## src/rtl/hqm_rop_flr_prep_ctl_if.sv

```systemverilog
// Interface bundling the FLR request, the ROP status inputs and the FLR
// preparation outputs of hqm_rop_flr_prep_ctl.
// master: the FLR requester / ROP side. slave: the controller itself.
interface hqm_rop_flr_prep_ctl_if;
  logic       flr_req;
  logic       rop_unit_idle;
  logic       rop_unit_pipeidle;
  logic       rop_reset_done;
  logic       flr_prep;
  logic       hcw_block;
  logic       flr_done;
  logic       flr_timeout;
  logic [1:0] flr_state;

  modport master (
    output flr_req, rop_unit_idle, rop_unit_pipeidle, rop_reset_done,
    input  flr_prep, hcw_block, flr_done, flr_timeout, flr_state
  );

  modport slave (
    input  flr_req, rop_unit_idle, rop_unit_pipeidle, rop_reset_done,
    output flr_prep, hcw_block, flr_done, flr_timeout, flr_state
  );
endinterface

```

## src/rtl/hqm_rop_flr_prep_ctl.sv

```systemverilog
// FLR preparation controller for the reorder pipe (ROP).
// Sequence: block new HCWs, wait for the ROP to drain, assert flr_prep
// toward the protection cells, wait for the ROP reset to complete, report
// done. All outputs are registered.
// Optional watchdog: define HQM_ROP_FLR_TIMEOUT_EN to force progress out of
// BLOCK and PREP after TIMEOUT_CYC cycles (pulsing flr_timeout). The
// TIMEOUT_CYC parameter only exists when the watchdog is compiled in.
module hqm_rop_flr_prep_ctl #(
  parameter int unsigned IDLE_STABLE_CYC = 8
`ifdef HQM_ROP_FLR_TIMEOUT_EN
  ,
  parameter int unsigned TIMEOUT_CYC     = 1024
`endif
) (
  input  logic                  hqm_gated_clk,
  input  logic                  hqm_gated_rst_n,
  hqm_rop_flr_prep_ctl_if.slave flr_if
);

  typedef enum logic [1:0] {
    ST_IDLE  = 2'd0,
    ST_BLOCK = 2'd1,
    ST_PREP  = 2'd2,
    ST_DONE  = 2'd3
  } state_t;

  localparam int unsigned     STAB_W   = $clog2(IDLE_STABLE_CYC + 1);
  localparam logic [STAB_W-1:0] STAB_MAX = STAB_W'(IDLE_STABLE_CYC);

  state_t              state_q, state_d;
  logic [STAB_W-1:0]   stab_cnt_q, stab_cnt_d;
  logic                seen_low_q, seen_low_d;
  logic                timeout_d;
  logic                wd_hit;
  logic                both_idle;
  logic                prep_q, block_q, done_q;

  assign both_idle = flr_if.rop_unit_idle & flr_if.rop_unit_pipeidle;

`ifdef HQM_ROP_FLR_TIMEOUT_EN
  localparam logic [15:0] WD_LAST = 16'(TIMEOUT_CYC - 1);

  logic [15:0] wd_cnt_q, wd_cnt_d;
  logic        timeout_q;

  assign wd_hit = (wd_cnt_q == WD_LAST);

  // Watchdog runs only while waiting in BLOCK or PREP; restarts per state.
  always_comb begin
    wd_cnt_d = '0;
    if ((state_d == state_q) && ((state_q == ST_BLOCK) || (state_q == ST_PREP)))
      wd_cnt_d = (wd_cnt_q == 16'hffff) ? wd_cnt_q : wd_cnt_q + 16'd1;
  end

  // Watchdog counter and timeout pulse registers.
  always_ff @(posedge hqm_gated_clk or negedge hqm_gated_rst_n) begin
    if (!hqm_gated_rst_n) begin
      wd_cnt_q  <= '0;
      timeout_q <= 1'b0;
    end else begin
      wd_cnt_q  <= wd_cnt_d;
      timeout_q <= timeout_d;
    end
  end

  assign flr_if.flr_timeout = timeout_q;
`else
  // Without the watchdog BLOCK and PREP wait indefinitely.
  assign wd_hit             = 1'b0;
  assign flr_if.flr_timeout = 1'b0;
`endif

  // Next-state decode; the forced (watchdog) exits rank below normal exits.
  always_comb begin
    // NOTE: every always_comb output gets a default first, so no path can
    // leave it unassigned and infer a latch.
    state_d   = state_q;
    timeout_d = 1'b0;
    case (state_q)
      ST_IDLE: begin
        if (flr_if.flr_req) state_d = ST_BLOCK;
      end
      ST_BLOCK: begin
        if (!flr_if.flr_req) begin
          state_d = ST_IDLE;
        end else if (stab_cnt_q == STAB_MAX) begin
          state_d = ST_PREP;
        end else if (wd_hit) begin
          state_d   = ST_PREP;
          timeout_d = 1'b1;
        end
      end
      ST_PREP: begin
        // Committed: flr_req is deliberately not looked at here.
        if (flr_if.rop_reset_done && seen_low_q) begin
          state_d = ST_DONE;
        end else if (wd_hit) begin
          state_d   = ST_DONE;
          timeout_d = 1'b1;
        end
      end
      ST_DONE: begin
        if (!flr_if.flr_req) state_d = ST_IDLE;
      end
      default: state_d = ST_IDLE;
    endcase
  end

  // Idle-stability counter and reset_done low-seen flag; both restart on
  // every state change.
  always_comb begin
    stab_cnt_d = '0;
    seen_low_d = 1'b0;
    if (state_d == state_q) begin
      if ((state_q == ST_BLOCK) && both_idle)
        stab_cnt_d = (stab_cnt_q == STAB_MAX) ? stab_cnt_q : stab_cnt_q + 1'b1;
      if (state_q == ST_PREP)
        seen_low_d = seen_low_q | ~flr_if.rop_reset_done;
    end
  end

  // State, tracking registers and registered outputs.
  always_ff @(posedge hqm_gated_clk or negedge hqm_gated_rst_n) begin
    if (!hqm_gated_rst_n) begin
      state_q    <= ST_IDLE;
      stab_cnt_q <= '0;
      seen_low_q <= 1'b0;
      prep_q     <= 1'b0;
      block_q    <= 1'b0;
      done_q     <= 1'b0;
    end else begin
      // NOTE: non-blocking assignments so every register samples the
      // pre-edge values regardless of statement order.
      state_q    <= state_d;
      stab_cnt_q <= stab_cnt_d;
      seen_low_q <= seen_low_d;
      prep_q     <= (state_d == ST_PREP);
      block_q    <= (state_d == ST_BLOCK) || (state_d == ST_PREP);
      done_q     <= (state_d == ST_DONE) && (state_q != ST_DONE);
    end
  end

  assign flr_if.flr_prep  = prep_q;
  assign flr_if.hcw_block = block_q;
  assign flr_if.flr_done  = done_q;
  assign flr_if.flr_state = state_q;

endmodule

```

## src/flat_wrapper.sv

```systemverilog
// flat-port wrapper written by rule: the top's interface ports become plain ports
module hqm_rop_flr_prep_ctl_flat 
#(
  parameter int unsigned IDLE_STABLE_CYC = 8

)
  (hqm_gated_clk, hqm_gated_rst_n, flr_if_flr_req, flr_if_rop_unit_idle, flr_if_rop_unit_pipeidle, flr_if_rop_reset_done, flr_if_flr_prep, flr_if_hcw_block, flr_if_flr_done, flr_if_flr_timeout, flr_if_flr_state);
  hqm_rop_flr_prep_ctl_if flr_if_i ();
  input  logic hqm_gated_clk;
  input  logic hqm_gated_rst_n;
  input wire logic [$bits(flr_if_i.flr_req)-1:0] flr_if_flr_req;
  input wire logic [$bits(flr_if_i.rop_unit_idle)-1:0] flr_if_rop_unit_idle;
  input wire logic [$bits(flr_if_i.rop_unit_pipeidle)-1:0] flr_if_rop_unit_pipeidle;
  input wire logic [$bits(flr_if_i.rop_reset_done)-1:0] flr_if_rop_reset_done;
  output wire logic [$bits(flr_if_i.flr_prep)-1:0] flr_if_flr_prep;
  output wire logic [$bits(flr_if_i.hcw_block)-1:0] flr_if_hcw_block;
  output wire logic [$bits(flr_if_i.flr_done)-1:0] flr_if_flr_done;
  output wire logic [$bits(flr_if_i.flr_timeout)-1:0] flr_if_flr_timeout;
  output wire logic [$bits(flr_if_i.flr_state)-1:0] flr_if_flr_state;
  assign flr_if_i.flr_req = flr_if_flr_req;
  assign flr_if_i.rop_unit_idle = flr_if_rop_unit_idle;
  assign flr_if_i.rop_unit_pipeidle = flr_if_rop_unit_pipeidle;
  assign flr_if_i.rop_reset_done = flr_if_rop_reset_done;
  assign flr_if_flr_prep = flr_if_i.flr_prep;
  assign flr_if_hcw_block = flr_if_i.hcw_block;
  assign flr_if_flr_done = flr_if_i.flr_done;
  assign flr_if_flr_timeout = flr_if_i.flr_timeout;
  assign flr_if_flr_state = flr_if_i.flr_state;
  hqm_rop_flr_prep_ctl #(.IDLE_STABLE_CYC(IDLE_STABLE_CYC)) u_core (.hqm_gated_clk(hqm_gated_clk), .hqm_gated_rst_n(hqm_gated_rst_n), .flr_if(flr_if_i));
endmodule
```

## config.mk

```make
export PLATFORM = sky130hd
export DESIGN_NAME = hqm_rop_flr_prep_ctl_flat
export DESIGN_NICKNAME = d
export VERILOG_FILES = /design/src/rtl/hqm_rop_flr_prep_ctl_if.sv /design/src/rtl/hqm_rop_flr_prep_ctl.sv /design/src/flat_wrapper.sv
export SDC_FILE = /design/constraint.sdc
export NUM_CORES = 1
export LEC_CHECK = 0
export CAP_MARGIN = 10
export CORE_AREA = 2 2 39 41
export DETAILED_ROUTE_END_ITERATION = 7
export DIE_AREA = 0 0 41 43
export PLACE_DENSITY = 0.66
export SLEW_MARGIN = 20
export SYNTH_ARGS = -nofsm -noshare
export SYNTH_HDL_FRONTEND = slang
export SYNTH_SLANG_ARGS = --single-unit
```

## constraint.sdc

```tcl
create_clock -name hqm_gated_clk -period 2.1 [get_ports hqm_gated_clk]
set_clock_uncertainty 0.1 [all_clocks]
set_input_delay 0.42 -clock hqm_gated_clk [delete_from_list [all_inputs] [get_ports hqm_gated_clk]]
set_output_delay 0.42 -clock hqm_gated_clk [all_outputs]
set_load 0.02 [all_outputs]
```

# Yosys cells after proc, flatten, opt, wreduce, memory -nomap -nowiden
# Index checks and enable logic that the tools add are counted.
[word_totals]
register_bits = 10
inputBits = 6
out_inout_bits = 6
wordCells = 36
[classes]
addsub = 1
n_eq_ne = 10
n_mux = 11
bitwise = 3
n_reduce_logical = 5
[ops]
columns = ["operator", "n"]
rows = [
  ["$mux 4", 3],
  ["$mux 2", 5],
  ["$eq 2x2->1 const B", 4],
  ["$pmux 2 s4", 1],
  ["$add 4x1->4 const B", 1],
  ["$eq 2x1->1 const B", 2],
  ["$eq 4x4->1 const B", 1],
  ["$logic_and 1x1->1", 3],
  ["$ne 3x3->1 const B", 1],
  ["$eq 2x2->1", 1],
  ["$logic_not 2->1", 1],
  ["$mux 1", 2],
  ["$ne 2x2->1 const B", 1],
  ["$and 1x1->1", 1],
  ["$logic_or 1x1->1", 1],
  ["$not 1->1", 1],
  ["$or 1x1->1", 1],
]

# Logic depth before layout (Yosys ltp)
[depth]
depth_word = 6
ltp_mapped = 7

# Least setup slack after synthesis
# OpenSTA, ideal clock, no wires.
[synth_path]
path_type = "register to register"
start = "register u_core.stab_cnt_q[0]"
end = "register u_core.done_q (netlist: u_core.flr_if.flr_done)"
setup_ns = 0.085
arrival_time_ns = 1.383
path_slack_ns = 0.532
path_stages_with_launch = 8
n_path_buf = 0
period_less_slack_ns = 1.568
cell_sequence = "dfrtp_1 inv_1 ha_1 nand3b_1 o21ai_2 a211oi_1 ha_1 a21boi_0"
[synth_via]
elab_chain_len = 6
[synth_lines]
columns = ["element", "line_no", "rtl"]
rows = [
  ["from (decl)", "hqm_rop_flr_prep_ctl.sv:31", "logic [STAB_W-1:0] stab_cnt_q, stab_cnt_d;"],
  ["from (signal assigned)", "hqm_rop_flr_prep_ctl.sv:135", "stab_cnt_q <= stab_cnt_d;"],
  ["$eq 4x4->1", "hqm_rop_flr_prep_ctl.sv:86", "end else if (stab_cnt_q == STAB_MAX) begin"],
  ["$mux 2", "hqm_rop_flr_prep_ctl.sv:86", ""],
  ["$mux 2", "hqm_rop_flr_prep_ctl.sv:84", "if (!flr_if.flr_req) begin"],
  ["$pmux 2 s4", "hqm_rop_flr_prep_ctl.sv:79", "case (state_q)"],
  ["named net u_core.state_d[0]", "hqm_rop_flr_prep_ctl.sv:30", "state_t state_q, state_d;"],
  ["$eq 2x2->1", "hqm_rop_flr_prep_ctl.sv:139", "done_q <= (state_d == ST_DONE) && (state_q != ST_DONE);"],
  ["$logic_and 1x1->1", "hqm_rop_flr_prep_ctl.sv:139", ""],
  ["to (signal assigned)", "hqm_rop_flr_prep_ctl.sv:139", ""],
  ["to (decl)", "hqm_rop_flr_prep_ctl.sv:36", "logic prep_q, block_q, done_q;"],
]
# The timed path passes the listed nets, and every way through them passes these cells.
# A chain may end at the register's enable or synchronous reset.

# Final worst setup path
[layout_path]
start = "register u_core.state_q[1] (netlist: u_core.flr_if.flr_state[1])"
end = "output port flr_if_flr_state[1]"
[layout_rtl]
columns = ["element", "line_no", "rtl"]
rows = [
  ["from (decl)", "hqm_rop_flr_prep_ctl.sv:30", ""],
  ["from (signal assigned)", "hqm_rop_flr_prep_ctl.sv:134", "state_q <= state_d;"],
  ["to (decl)", "flat_wrapper.sv:19", "output wire logic [$bits(flr_if_i.flr_state)-1:0] flr_if_flr_state;"],
]
# No word-level cell between the ends.

==> metrics.yaml <==
run_status:
  outcome: "finished, final reports clean"
placed_design:
  numPortBuffers: 10
  gp_congestion: 0.6653
  pre_cts_ws_ps: 198.1
  dp_hpwl_um: 639
global_routing:
  grt_pass1_vias: 324
  antenna_found_initial: 0
  grt.total_usage: 0.1209
  grt_max_degree: 11
  overflow: 0
  grt_pass1_wl_um: 1338
drt:
  initialDrtViolationCount: 1
  drc_errors: 0
  wl_met1_um: 331
  via_per_inst: 4.877
  firstDrtPassIters: 2
  top_layer: "met4"
  via_count: 356
  drt.antenna.violating_nets: 0
  met3_length_um: 53
  routed_wl_um: 804
  met2_length_um: 397
  avgRoutedWirePerCell_um: 11.01
critical_path:
  cp-end-kind: "output pin"
  crit_path_cell_trace: "clkdlybuf4s50_1"
  startpoint_type: "flop"
  path_buf_inv: 1
  crit_arrival_ps: 1370
  critical_path.max_fanout: 7
  rr_worst_depth: 7
  crit_required_ps: 1580
  slowest_stage: "clkdlybuf4s50_1"
  crit_cells: 1
  crit_family: "buffers and inverters"
  critPathMaxStageDelay_ps: 650
  criticalPathCategory: "reg -> out"
yosys:
  ys_warn_count: 0
  yosysSeqAreaShare: 0.5277
  synthAdderAreaFrac: 0.1055
  synth_compound_area_frac: 0.1187
  yosysTopAreaCell: "dfrtp_1"
  synth_xor_xnor_area_share: 0.01847
  synth_nets: 55
  synth-simple-area-share: 0.1662
  yosysMostFrequentCell: "dfrtp_1"
  synth_top_area_share: 0.5277
  synthArstFlopShare: 1.000
  synth-edff-count: 0
  synthFlopType: "dfrtp_1"
  ys_seq_elements: 10
  syn_area_sq_um: 474.2
  syn_avg_cell_area_sq_um: 10.54
  syn_inst: 45
  ys_top_cells_by_count: "dfrtp_1 (10), inv_1 (5), nor2_1 (5)"
  synth_area_leaders: "dfrtp_1 (53%), ha_1 (11%), inv_1 (4.0%), nor2_1 (4.0%), a21oi_1 (3.2%)"
  synth_top_family_by_area: "simple AND/OR/NAND/NOR gates"
  muxShareOfSynthArea: 0
  yosysUniqueCellTypes: 21
power:
  cellPowerDensity_nw_per_um2: 592.2
  report.power.total_mw: 0.3608
  power.leakage_nw: 0.2750
  vdd_drop_max_mv: 0.2832
die:
  die-width_um: 41
  coreArea_sq_um: 1384
  die_y_um: 43
  initial_core_util: 0.3427
  num_io_pins: 12
  rows: 14
  die_area_sq_um: 1763
sta:
  setup_violations: 0
  drv_slew: 0
  fin_crit_ps: 1889
  rsz0062_at_grt: "no"
  clock.fmax_ghz: 0.5295
  setup_ws_ps: 211.3
  fin_tns_setup_ps: 0
  final-hold-violation-count: 0
  period_share: 0.8994
clock_tree:
  cts_sinks: 10
  cts_tree: "built"
  cts_inserted_buffers: 3
  cts_root_buf: "clkbuf_4"
  clockBufferDepth: 2
  holdBufCountCts: 0
  cts_setup_buffers: 0
  clkTransAtPathRegs_ps: 60
  htreeDepth: 1
  cts_resized: 0
  clk_latency_ps: 250
cells_and_area:
  area_growth_pct: 28.50
  nFillCells: 147
  diodes: 0
  drive_above_1_share: 0.07018
  final_core_util: 0.4403
  nNetsFinal: 69
run:
  maxCapViolCount: 0
hold_path:
  hold_class: "in -> async"
## path summary, 6_finish.rpt
kind	from	end	slack, ps
setup / recovery	u_core.flr_if.flr_state[1]	flr_if_flr_state[1]	210
hold / removal	hqm_gated_rst_n	u_core.stab_cnt_q[2]	380
setup reg to reg	u_core.stab_cnt_q[0]	u_core.flr_if.flr_done	380
hold reg to reg	u_core.stab_cnt_q[0]	u_core.stab_cnt_q[0]	390
max in group asynchronous	hqm_gated_rst_n	u_core.flr_if.flr_prep	1210
min in group hqm_gated_clk	u_core.stab_cnt_q[0]	u_core.stab_cnt_q[0]	390
## cell usage in the layout, fill, tap and decap left out
| master | n |
|---|---|
| nand3b_1 | 1 |
| a41oi_1 | 1 |
| nand2_1 | 1 |
| or2b_1 | 1 |
| xor2_1 | 1 |
| o21ai_2 | 1 |
| a211o_1 | 1 |
| nor2_1 | 5 |
| nand2b_1 | 1 |
| inv_1 | 5 |
| dfrtp_1 | 10 |
| and2_1 | 1 |
| ha_1 | 4 |
| a211oi_1 | 1 |
| clkbuf_4 | 3 |
| nand3_1 | 3 |
| nand4_1 | 1 |
| and2b_1 | 1 |
| clkdlybuf4s50_1 | 10 |
| a21boi_0 | 1 |
| conb_1 | 1 |
| a21oi_1 | 3 |
## metal layers
metal  up-vias  GRT usage
met1       174     0.1338
met5         -          0
li1        171          -
met4         0     0.1200
met3         2    0.03141
met2         9     0.1719
## logic make-up (layout without fill, tap and decap cells)
family,after synthesis,count (layout)
AO/OA/AOI/OAI,8,8
adder cells (fa/ha/maj),4,4
flip-flops,10,10
buffers and inverters,6,18
XOR/XNOR,1,1
other,1,1
AND/OR/NAND/NOR,15,15
## sequential cells by signal, indices dropped and copies added, names as in the netlist
register                 flops
u_core.flr_if.flr_prep       1
u_core.flr_if.flr_state      2
u_core.seen_low_q            1
u_core.stab_cnt_q            4
u_core.flr_if.hcw_block      1
u_core.flr_if.flr_done       1
## area by class of cell
class	instances	area, sq um	share of cell area
Sequential cell	10	250.2	0.4107
Tap cell	16	20.02	0.03285
Timing Repair Buffer	10	100.1	0.1643
Multi-Input combinational cell	29	197.7	0.3244
Clock buffer	3	22.52	0.03696
Inverter	5	18.77	0.03080
## power breakdown
| part | internal, mW | total (mW) | leakage (nW) | switching [mW] |
|---|---|---|---|---|
| registers | 0.196 | 0.199 | 0.136 | 0.00351 |
| logic | 0.0182 | 0.0354 | 0.125 | 0.0172 |
| clock network | 0.0660 | 0.126 | 0.0138 | 0.0600 |
## metrics by stage
step	cells	hold slack [ps]	cell area, sq um
CTS	73	385.2	609.3
floorplan	45	24.41	474.2
global route	73	404.9	609.3
finish	73	380.5	609.3
global placement	70	374.4	586.8
detailed placement	70	385.4	586.8
No activity file was read; power rests on OpenSTA's default activity.
